<file path="config.mk">
export PLATFORM = sky130hd
export DESIGN_NAME = pipeline_ctrl
export DESIGN_NICKNAME = d
export VERILOG_FILES = /design/src/rtl/pipeline_ctrl_pkg.sv /design/src/rtl/pipeline_ctrl_hazard_detect.sv /design/src/rtl/pipeline_ctrl.sv
export SDC_FILE = /design/constraint.sdc
export NUM_CORES = 1
export LEC_CHECK = 0
export CAP_MARGIN = 20
export CORE_AREA = 2 2 39 41
export CTS_BUF_LIST = sky130_fd_sc_hd__clkbuf_8 sky130_fd_sc_hd__clkbuf_16
export DETAILED_ROUTE_END_ITERATION = 10
export DIE_AREA = 0 0 41 43
export PLACE_DENSITY = 0.61
export SYNTH_ARGS = -nofsm -noshare
export SYNTH_HDL_FRONTEND = slang
export SYNTH_HIERARCHICAL = 1
export SYNTH_SLANG_ARGS = --single-unit
export TNS_END_PERCENT = 5
</file>
<file path="constraint.sdc">
create_clock -name clk -period 2 [get_ports clk]
set_input_delay 0.4 -clock clk [delete_from_list [all_inputs] [get_ports clk]]
set_output_delay 0.4 -clock clk [all_outputs]
set_load 0.02 [all_outputs]
</file>
<file path="src/rtl/pipeline_ctrl_pkg.sv">
// Shared types for the LC-3b pipeline sequencer: register index, FSM state and
// the bundled stage-register control word with its four canned settings.
package pipeline_ctrl_pkg;

    localparam int DEFAULT_REG_W = 3;

    typedef logic [DEFAULT_REG_W-1:0] lc3b_reg;

    typedef enum logic {
        RUN  = 1'b0,
        WAIT = 1'b1
    } pipe_ctrl_state_t;

    typedef struct packed {
        logic load_pc;
        logic pcmux_sel;
        logic load_if_id;
        logic load_id_ex;
        logic load_ex_mem;
        logic load_mem_wb;
        logic flush_if_id;
        logic flush_id_ex;
        logic flush_ex_mem;
    } pipe_ctrl_t;

    localparam pipe_ctrl_t CTRL_FREEZE   = '0;
    localparam pipe_ctrl_t CTRL_ADVANCE  = '{load_pc: 1'b1, pcmux_sel: 1'b0,
                                             load_if_id: 1'b1, load_id_ex: 1'b1,
                                             load_ex_mem: 1'b1, load_mem_wb: 1'b1,
                                             flush_if_id: 1'b0, flush_id_ex: 1'b0,
                                             flush_ex_mem: 1'b0};
    // The branch itself stays in MEM_WB; everything younger becomes a bubble.
    localparam pipe_ctrl_t CTRL_REDIRECT = '{load_pc: 1'b1, pcmux_sel: 1'b1,
                                             load_if_id: 1'b1, load_id_ex: 1'b1,
                                             load_ex_mem: 1'b1, load_mem_wb: 1'b1,
                                             flush_if_id: 1'b1, flush_id_ex: 1'b1,
                                             flush_ex_mem: 1'b1};
    localparam pipe_ctrl_t CTRL_BUBBLE   = '{load_pc: 1'b0, pcmux_sel: 1'b0,
                                             load_if_id: 1'b0, load_id_ex: 1'b1,
                                             load_ex_mem: 1'b1, load_mem_wb: 1'b1,
                                             flush_if_id: 1'b0, flush_id_ex: 1'b1,
                                             flush_ex_mem: 1'b0};

endpackage

</file>
<file path="src/rtl/pipeline_ctrl_hazard_detect.sv">
// Combinational source/destination register match; used for the load-use check
// and reusable for forwarding selection.
module pipeline_ctrl_hazard_detect #(
    parameter int REG_W = 3
) (
    input  logic             dst_valid,
    input  logic [REG_W-1:0] dst,
    input  logic [REG_W-1:0] sr1,
    input  logic [REG_W-1:0] sr2,
    input  logic             use_sr1,
    input  logic             use_sr2,
    output logic             hit
);

    assign hit = dst_valid & ((use_sr1 & (sr1 == dst)) | (use_sr2 & (sr2 == dst)));

endmodule

</file>
<file path="src/rtl/pipeline_ctrl.sv">
// Five-stage LC-3b pipeline sequencer: freeze on outstanding memory, load-use
// bubble, MEM-stage redirect. Optional perf counters under PIPE_CTRL_PERF_EN.
module pipeline_ctrl
    import pipeline_ctrl_pkg::*;
#(
    parameter int REG_W = 3
`ifdef PIPE_CTRL_PERF_EN
    ,
    parameter int PERF_W = 32
`endif
) (
    input  logic             clk,
    input  logic             rst_n,
    input  logic             imem_read,
    input  logic             imem_resp,
    input  logic             dmem_active,
    input  logic             dmem_resp,
    input  logic [REG_W-1:0] id_sr1,
    input  logic [REG_W-1:0] id_sr2,
    input  logic             id_use_sr1,
    input  logic             id_use_sr2,
    input  logic             ex_valid,
    input  logic             ex_is_load,
    input  logic [REG_W-1:0] ex_dr,
    input  logic             mem_br_taken,
    output logic             load_pc,
    output logic             pcmux_sel,
    output logic             load_if_id,
    output logic             load_id_ex,
    output logic             load_ex_mem,
    output logic             load_mem_wb,
    output logic             flush_if_id,
    output logic             flush_id_ex,
    output logic             flush_ex_mem,
`ifdef PIPE_CTRL_PERF_EN
    input  logic             perf_clr,
    output logic [PERF_W-1:0] stall_cycles,
    output logic [PERF_W-1:0] bubble_count,
    output logic [PERF_W-1:0] flush_count,
`endif
    output logic             stalled
);

    pipe_ctrl_state_t state_q, state_d;
    logic             imem_done_q, imem_done_d;
    logic             dmem_done_q, dmem_done_d;
    logic             imem_ok, dmem_ok, adv;
    logic             lu, redirect, bubble;
    pipe_ctrl_t       ctrl;

    pipeline_ctrl_hazard_detect #(.REG_W(REG_W)) u_hazard (
        .dst_valid (ex_valid & ex_is_load),
        .dst       (ex_dr),
        .sr1       (id_sr1),
        .sr2       (id_sr2),
        .use_sr1   (id_use_sr1),
        .use_sr2   (id_use_sr2),
        .hit       (lu)
    );

    assign imem_ok  = ~imem_read | imem_resp | imem_done_q;
    assign dmem_ok  = ~dmem_active | dmem_resp | dmem_done_q;
    assign adv      = imem_ok & dmem_ok;
    assign redirect = adv & mem_br_taken;
    assign bubble   = adv & ~mem_br_taken & lu;

    // NOTE: sequential state uses non-blocking assignments so every flop samples pre-edge values.
    always_ff @(posedge clk or negedge rst_n) begin
        if (!rst_n) begin
            state_q     <= RUN;
            imem_done_q <= 1'b0;
            dmem_done_q <= 1'b0;
        end else begin
            state_q     <= state_d;
            imem_done_q <= imem_done_d;
            dmem_done_q <= dmem_done_d;
        end
    end

    // NOTE: every always_comb output gets a default first so no latch is inferred.
    always_comb begin
        state_d = state_q;
        unique case (state_q)
            RUN:     if (!adv) state_d = WAIT;
            WAIT:    if (adv)  state_d = RUN;
            default: state_d = RUN;
        endcase
        // A response arriving on an advancing cycle is consumed, not remembered.
        imem_done_d = adv ? 1'b0 : (imem_done_q | imem_resp);
        dmem_done_d = adv ? 1'b0 : (dmem_done_q | dmem_resp);
    end

    // Outputs are gated by rst_n so they drop immediately, even mid-stall.
    always_comb begin
        ctrl    = CTRL_FREEZE;
        stalled = 1'b0;
        if (rst_n) begin
            stalled = (state_q == WAIT);
            if (!adv)          ctrl = CTRL_FREEZE;
            else if (redirect) ctrl = CTRL_REDIRECT;
            else if (bubble)   ctrl = CTRL_BUBBLE;
            else               ctrl = CTRL_ADVANCE;
        end
    end

    assign load_pc      = ctrl.load_pc;
    assign pcmux_sel    = ctrl.pcmux_sel;
    assign load_if_id   = ctrl.load_if_id;
    assign load_id_ex   = ctrl.load_id_ex;
    assign load_ex_mem  = ctrl.load_ex_mem;
    assign load_mem_wb  = ctrl.load_mem_wb;
    assign flush_if_id  = ctrl.flush_if_id;
    assign flush_id_ex  = ctrl.flush_id_ex;
    assign flush_ex_mem = ctrl.flush_ex_mem;

`ifdef PIPE_CTRL_PERF_EN
    logic [PERF_W-1:0] stall_q, bubble_q, flush_q;

    function automatic logic [PERF_W-1:0] sat_inc(input logic [PERF_W-1:0] v, input logic en);
        return (en && (v != '1)) ? v + PERF_W'(1) : v;
    endfunction

    always_ff @(posedge clk or negedge rst_n) begin
        if (!rst_n) begin
            stall_q  <= '0;
            bubble_q <= '0;
            flush_q  <= '0;
        end else if (perf_clr) begin
            stall_q  <= '0;
            bubble_q <= '0;
            flush_q  <= '0;
        end else begin
            stall_q  <= sat_inc(stall_q, ~adv);
            bubble_q <= sat_inc(bubble_q, bubble);
            flush_q  <= sat_inc(flush_q, redirect);
        end
    end

    assign stall_cycles = stall_q;
    assign bubble_count = bubble_q;
    assign flush_count  = flush_q;
`endif

endmodule
</file>
==> results.py <==
metrics = {
    "timing": {
        "clock_skew_ns": 0.0000631,
        "finalCritPeriodShare_pct": 98.5,
        "tightest_slew_ns": 0.283,
        "fmax_mhz": 508,
        "final.setup.worst_slack_ns": 0.0298,
        "setup_tns_ns": 0,
        "fin_crit_ns": 1.97,
        "finalSetupViolations": 0,
        "slew_viol_final": 0,
        "rsz0062_at_grt": "yes",
        "hold_viol": 0,
        "slew_headroom_pct": 81.1,
    },
    "clock_network": {
        "clkSlewWorstSetupHoldPaths_ns": 0.03,
        "cts_sinks": 3,
        "postCtsHoldBufs": 0,
        "h-tree-depth": 1,
        "numCtsBuffers": 3,
        "clk_latency_ns": 0.21,
        "ctsRootBufferMaster": "clkbuf_8",
        "clk_path_buf_depth": 2,
        "cts_tree": "yes",
    },
    "yosys": {
        "netlist_area_um2": 304,
        "yosysMostFrequentCell": "xnor2_1",
        "ys_ff_latch": 3,
        "syn_inst": 31,
        "yosys.area.top_type": "dfrtp_1",
        "async_flop_share_pct": 100,
        "synth_edf_count": 0,
        "yosysSeqAreaShare_pct": 24.7,
        "netlist.area_leader.share_pct": 24.7,
        "avgSynthCellArea_um2": 9.81,
        "synth_top_cells_by_area": "dfrtp_1, xnor2_1, buf_4",
        "ys.flop_type": "dfrtp_1",
        "synth_commonest_cells": "xnor2_1, buf_4, dfrtp_1",
        "synth_cell_types": 15,
        "yosys_warnings": 6,
        "syn_nets": 51,
    },
    "critical_path": {
        "crit_required_ns": 1.60,
        "cp-end-kind": "output port",
        "crit_path_max_incr_delay_ns": 0.55,
        "crit_chain": "clkdlybuf4s50_1 > nand2_1 > nor3_2 > dlygate4sd2_1",
        "arrival_ns": 1.57,
        "start_kind": "input pin",
        "criticalPathCategory": "input pin to output port",
        "cp_slowest_cell": "clkdlybuf4s50_1",
        "crit_fanout": 3,
    },
    "die": {
        "rows": 14,
        "die-area_um2": 1760,
        "start_util_pct": 22.0,
        "ios": 30,
        "die_x_um": 41,
        "die_y_um": 43,
        "coreArea_um2": 1380,
    },
    "layout": {
        "nets": 86,
        "nFillCells": 130,
        "multi_input_area_um2": 221,
        "register_area_um2": 75.1,
        "drive_gt1_share_pct": 35.4,
        "antenna_cells": 0,
        "synthToLayoutAreaGrowth_pct": 130,
    },
    "routing": {
        "drcViolationCount": 0,
        "avgRoutedWirePerCell_um": 10.6,
        "vias_per_cell": 4.20,
        "vias": 340,
        "drt_iter0_drc": 2,
        "wirelength_um": 856,
        "drtPass1Iterations": 2,
        "antenna_left": 0,
    },
    "pwr": {
        "vdd_ir_drop_max_mv": 0.296,
        "p_per_area_nw_per_um2": 511,
        "p_leak_nw": 0.408,
    },
    "global_routing": {
        "antenna_found_initial": 0,
        "grt_pass1_vias": 289,
        "gr-total-overflow": 0,
        "grt.total_usage_pct": 9.86,
        "grt_pass1_wl_mm": 1.24,
        "grt_max_degree": 6,
    },
    "outcome": {
        "status": "finished, final reports clean",
    },
    "flow_run": {
        "maxCapViolations": 0,
    },
    "placed_design": {
        "place_hpwl_um": 633,
        "gp_routability_congestion": 0.751,
        "pre_cts_slack_ns": -0.619,
        "port_buffers": 29,
    },
    "hold_path": {
        "hp-class": "input pin to flip-flop",
    },
}
[worst max-delay path: cells and delay by family]
kind / cells / cell delay (ns)
and+or+nand+nor: 2 / 0.26
buffers and inverters: 2 / 0.91
[metrics by stage]
stage	cells	hold WS, ns	power, W	area [um^2]	utilization, %
floorplan	31	0.104	0.000125	304	-
detailed placement	74	0.531	0.000194	599	43.3
global placement	74	0.531	0.000193	599	43.3
CTS	78	0.543	0.000354	619	44.8
global route	81	0.518	0.000377	699	50.5
finish	81	0.507	0.000357	699	50.5
[area by class of cell]
type	instances	share of cell area [%]
tap	16	2.86
clock buffer	3	5.90
timing repair buffer	35	48.3
sequential	3	10.7
multi-input combinational	23	31.7
clock inverter	1	0.537
[state kept, by name, indices dropped and copies added, names as in the netlist]
| register | cells |
|---|---|
| imem_done_q | 1 |
| dmem_done_q | 1 |
| state_q | 1 |
[worst paths after layout]
path / startpoint / to / slack (ns) / cells after the start
worst max-delay path: mem_br_taken / flush_ex_mem / 0.03 / 4
worst min-delay path: dmem_resp / dmem_done_q / 0.51 / 2
worst max register to register: dmem_done_q / imem_done_q / 0.90 / 4
worst min register to register: imem_done_q / imem_done_q / 0.54 / 1
max in group asynchronous: rst_n / dmem_done_q / 1.33 / 2
min in group asynchronous: rst_n / imem_done_q / 0.58 / 2
[logic make-up (layout without fill, tap and decap cells)]
group           Yosys count  after routing  share of synthesized area (%)
xor+xnor                  6              6                           17.3
buf+inv                   5             39                           12.3
compound gates            4              4                           9.05
flops                     3              3                           24.7
simple gates             13             13                           36.6
[power breakdown]
part	switching, W	leakage [nW]	internal [W]	total, W
Combinational	0.0000521	0.342	0.0000698	0.000122
Sequential	0.00000256	0.0391	0.0000648	0.0000673
Clock	0.0000374	0.0269	0.000130	0.000168
Total	0.0000920	0.408	0.000265	0.000357
[routing by layer]
layer	global-route usage, %	part of all wire (%)	wire length (um)
met1	13.6	43	364
met3	1.57	5.0	43
met2	15.6	52	449
met4	2.00	0	0
met5	0	0	0
[cells in the final DEF (no fill, tap or decap)]
cell type | Yosys | layout
nand2_1 | 1 | 1
nand4_1 | 2 | 2
nor3_2 | 0 | 1
dfrtp_1 | 3 | 3
a21boi_2 | 0 | 1
nor3_1 | 2 | 1
dlygate4sd2_1 | 0 | 2
nor2b_4 | 0 | 1
buf_4 | 5 | 9
dlymetal6s2s_1 | 0 | 13
clkbuf_8 | 0 | 3
clkdlybuf4s50_1 | 0 | 3
o21a_1 | 2 | 2
nor3b_4 | 2 | 2
nor4b_4 | 0 | 1
nor3b_2 | 0 | 1
o21ai_0 | 1 | 1
inv_1 | 0 | 1
clkdlybuf4s15_1 | 0 | 4
xnor2_1 | 6 | 6
clkbuf_2 | 0 | 4
or2_1 | 1 | 1
and2_1 | 2 | 2
[what timing repair did]
item	CTS	global route
endpoints found under the setup margin	10	10
setup buffers	0	3
pin swaps	1	9
gates resized for setup	26	33
gates cloned	0	0
(Power assumes the default switching activity.)
==> patch (same flow settings) <==
`REG_W` is set to 3 in 2 places; all go to 2.
--- a/src/rtl/pipeline_ctrl_hazard_detect.sv
+++ b/src/rtl/pipeline_ctrl_hazard_detect.sv
@@ -1,7 +1,7 @@
 // Combinational source/destination register match; used for the load-use check
 // and reusable for forwarding selection.
 module pipeline_ctrl_hazard_detect #(
-    parameter int REG_W = 3
+    parameter int REG_W = 2
 ) (
     input  logic             dst_valid,
     input  logic [REG_W-1:0] dst,
--- a/src/rtl/pipeline_ctrl.sv
+++ b/src/rtl/pipeline_ctrl.sv
@@ -3,7 +3,7 @@
 module pipeline_ctrl
     import pipeline_ctrl_pkg::*;
 #(
-    parameter int REG_W = 3
+    parameter int REG_W = 2
 `ifdef PIPE_CTRL_PERF_EN
     ,
     parameter int PERF_W = 32
Interface: changed (resized ex_dr, id_sr1 and id_sr2); port bits go from 30 to 27. No check against the original RTL was run, so the function may have changed too.
==> patch against the original RTL <==
- sequential share of layout area grew 0.48 points
- wire length is 7.5% higher
- first-iteration DRC count is the same
- design area is 4.3% lower
- worst setup slack better by 0.012 ns
- sequential cell count unchanged
- total power grew 0.35%
- synthesized area down 4.5%
- critical path type unchanged
==> patch: results (changes against the original RTL) <==
synth:
  synthArstFlopShare_pct: 100  # unchanged
  ys_types: 15  # unchanged
  syn_nets: 48  # -5.9%
  synth.area.top_cells: "dfrtp_1, buf_4, nor3b_4, and2_1, o2111ai_1"
  yosysMostFrequentCell: "buf_4"
  ys_seq_area_share_pct: 25.9  # +1.2 points
  synth_ff_type: "dfrtp_1"
  ys_warn_count: 6  # unchanged
  syn_area_per_cell_um2: 9.36  # -4.5%
  synthTopCellsByCount: "buf_4, and2_1, dfrtp_1"
global_route:
  grt_max_degree: 7  # +1
  grt_pass1_wl_um: 1300  # +5.0%
  track_usage_pct: 10.7  # +0.80 points
  antenna_found_initial: 0  # unchanged
  grt_pass1_vias: 312  # +8.0%
setup_path:
  ff2ff_setup_slack_ns: 0.90  # about the same
  reg2reg_from: "dmem_done_q$_DFF_PN0_"
  cp.arrival_ns: 1.56
  r2r-end: "imem_done_q$_DFF_PN0_"
  cp_max_fo: 4  # +1
  worstRegToRegCells: 4  # unchanged
placed_design:
  io_buffers: 26  # -10%
  dp_cells: 73  # -1.4%
  place.gp.congestion: 0.680  # -9.5%
route:
  drtIter0Drc: 2  # unchanged
  dr.pass1.iters: 4  # +2
  vias_per_cell: 4.23  # +0.72%
  wl_um: 920  # +7.5%
pwr:
  cellLeakagePower_nw: 0.403  # -1.4%
  peakVddDrop_uv: 305  # +3.2%
finish:
  fin_nets: 81  # -5.8%
  fillers: 145  # +12%
  drive_gt1_share_pct: 46.0  # +11 points
  diodes: 0  # unchanged
  reg_top3: "dmem_done_q (1), imem_done_q (1), state_q (1)"
  fin_cells: 79  # -2.5%
cts:
  cts_root_buf: "clkbuf_8"
  clk_latency_ns: 0.21  # about the same
  cts.path.max_buffers: 2  # unchanged
  cts_buffers: 3  # unchanged
  ctsHtreeMaxLevel: 1  # unchanged
  path_clk_slew_ns: 0.03  # about the same
min_path:
  hold_class: "input pin to asynchronous set/reset pin"
timing:
  slew_headroom_pct: 85.6  # +4.5 points
  whs_ns: 0.214  # -0.293 ns
  fin_skew_ns: 0.00132  # +0.00126 ns
run_status:
  outcome: "complete, no violations"
patch: stage by stage:
step	area [um^2]	util, %	total power, mW	setup WS [ns]
floorplan	299	-	0.123	0.0997
global placement	579	41.9	0.186	-0.678
detailed placement	579	41.9	0.187	-0.689
CTS	624	45.1	0.360	-0.216
global route	669	48.4	0.380	-0.00765
finish	669	48.4	0.358	0.0414
patch: what timing repair did:
item	CTS	global route
cloned	0	0
pin swaps	3	8
endpoints found under the setup margin	10	10
buffers inserted	2	0
gates resized for setup	37	29
patch: cell families after synthesis:
logic type	count (synthesis)	share of synthesized area, %
simple gates	16	42.2
flops	3	25.9
buf+inv	5	12.9
xor+xnor	2	6.04
compound gates	5	12.9
patch: power breakdown:
part	internal [mW]	total, mW	switching, mW
clock network	0.131	0.172	0.0412
registers	0.0647	0.0669	0.00217
logic	0.0671	0.119	0.0523
total	0.263	0.358	0.0957
patch: worst max path at each step:
stage | from | endpoint | slack (ns)
after CTS | id_sr2[1] | load_if_id | -0.22
final | dmem_resp | load_if_id | 0.04
after detailed placement | ex_dr[1] | load_if_id | -0.69
after global routing | ex_dr[1] | load_if_id | -0.008
after global placement | ex_dr[1] | load_pc | -0.68
after floorplan | id_sr2[1] | load_pc | 0.1
patch: critical path, stage by stage:
cell and delay, ns:
clkdlybuf4s50_1 0.52, nor3b_4 0.06, buf_4 0.16, nor4b_4 0.22, buf_4 0.18
patch: metal layers:
layer  routed length [um]  share of wire, %  GRT usage [%]  vias up
li1                     -                 -              -      168
met1                  365                40           12.6      152
met3                   80               8.7           3.66        0
met2                  475                52           16.3       14
met4                    0                 0           5.33        0
met5                    0                 0              0        -
patch: final cells by class:
class | instances | area (um^2) | area share (%)
Tap cell | 16 | 20.0 | 2.99
Clock inverter | 1 | 3.75 | 0.561
Multi-Input combinational cell | 23 | 221 | 33.1
Sequential cell | 3 | 75.1 | 11.2
Timing Repair Buffer | 33 | 308 | 46.0
Clock buffer | 3 | 41.3 | 6.17
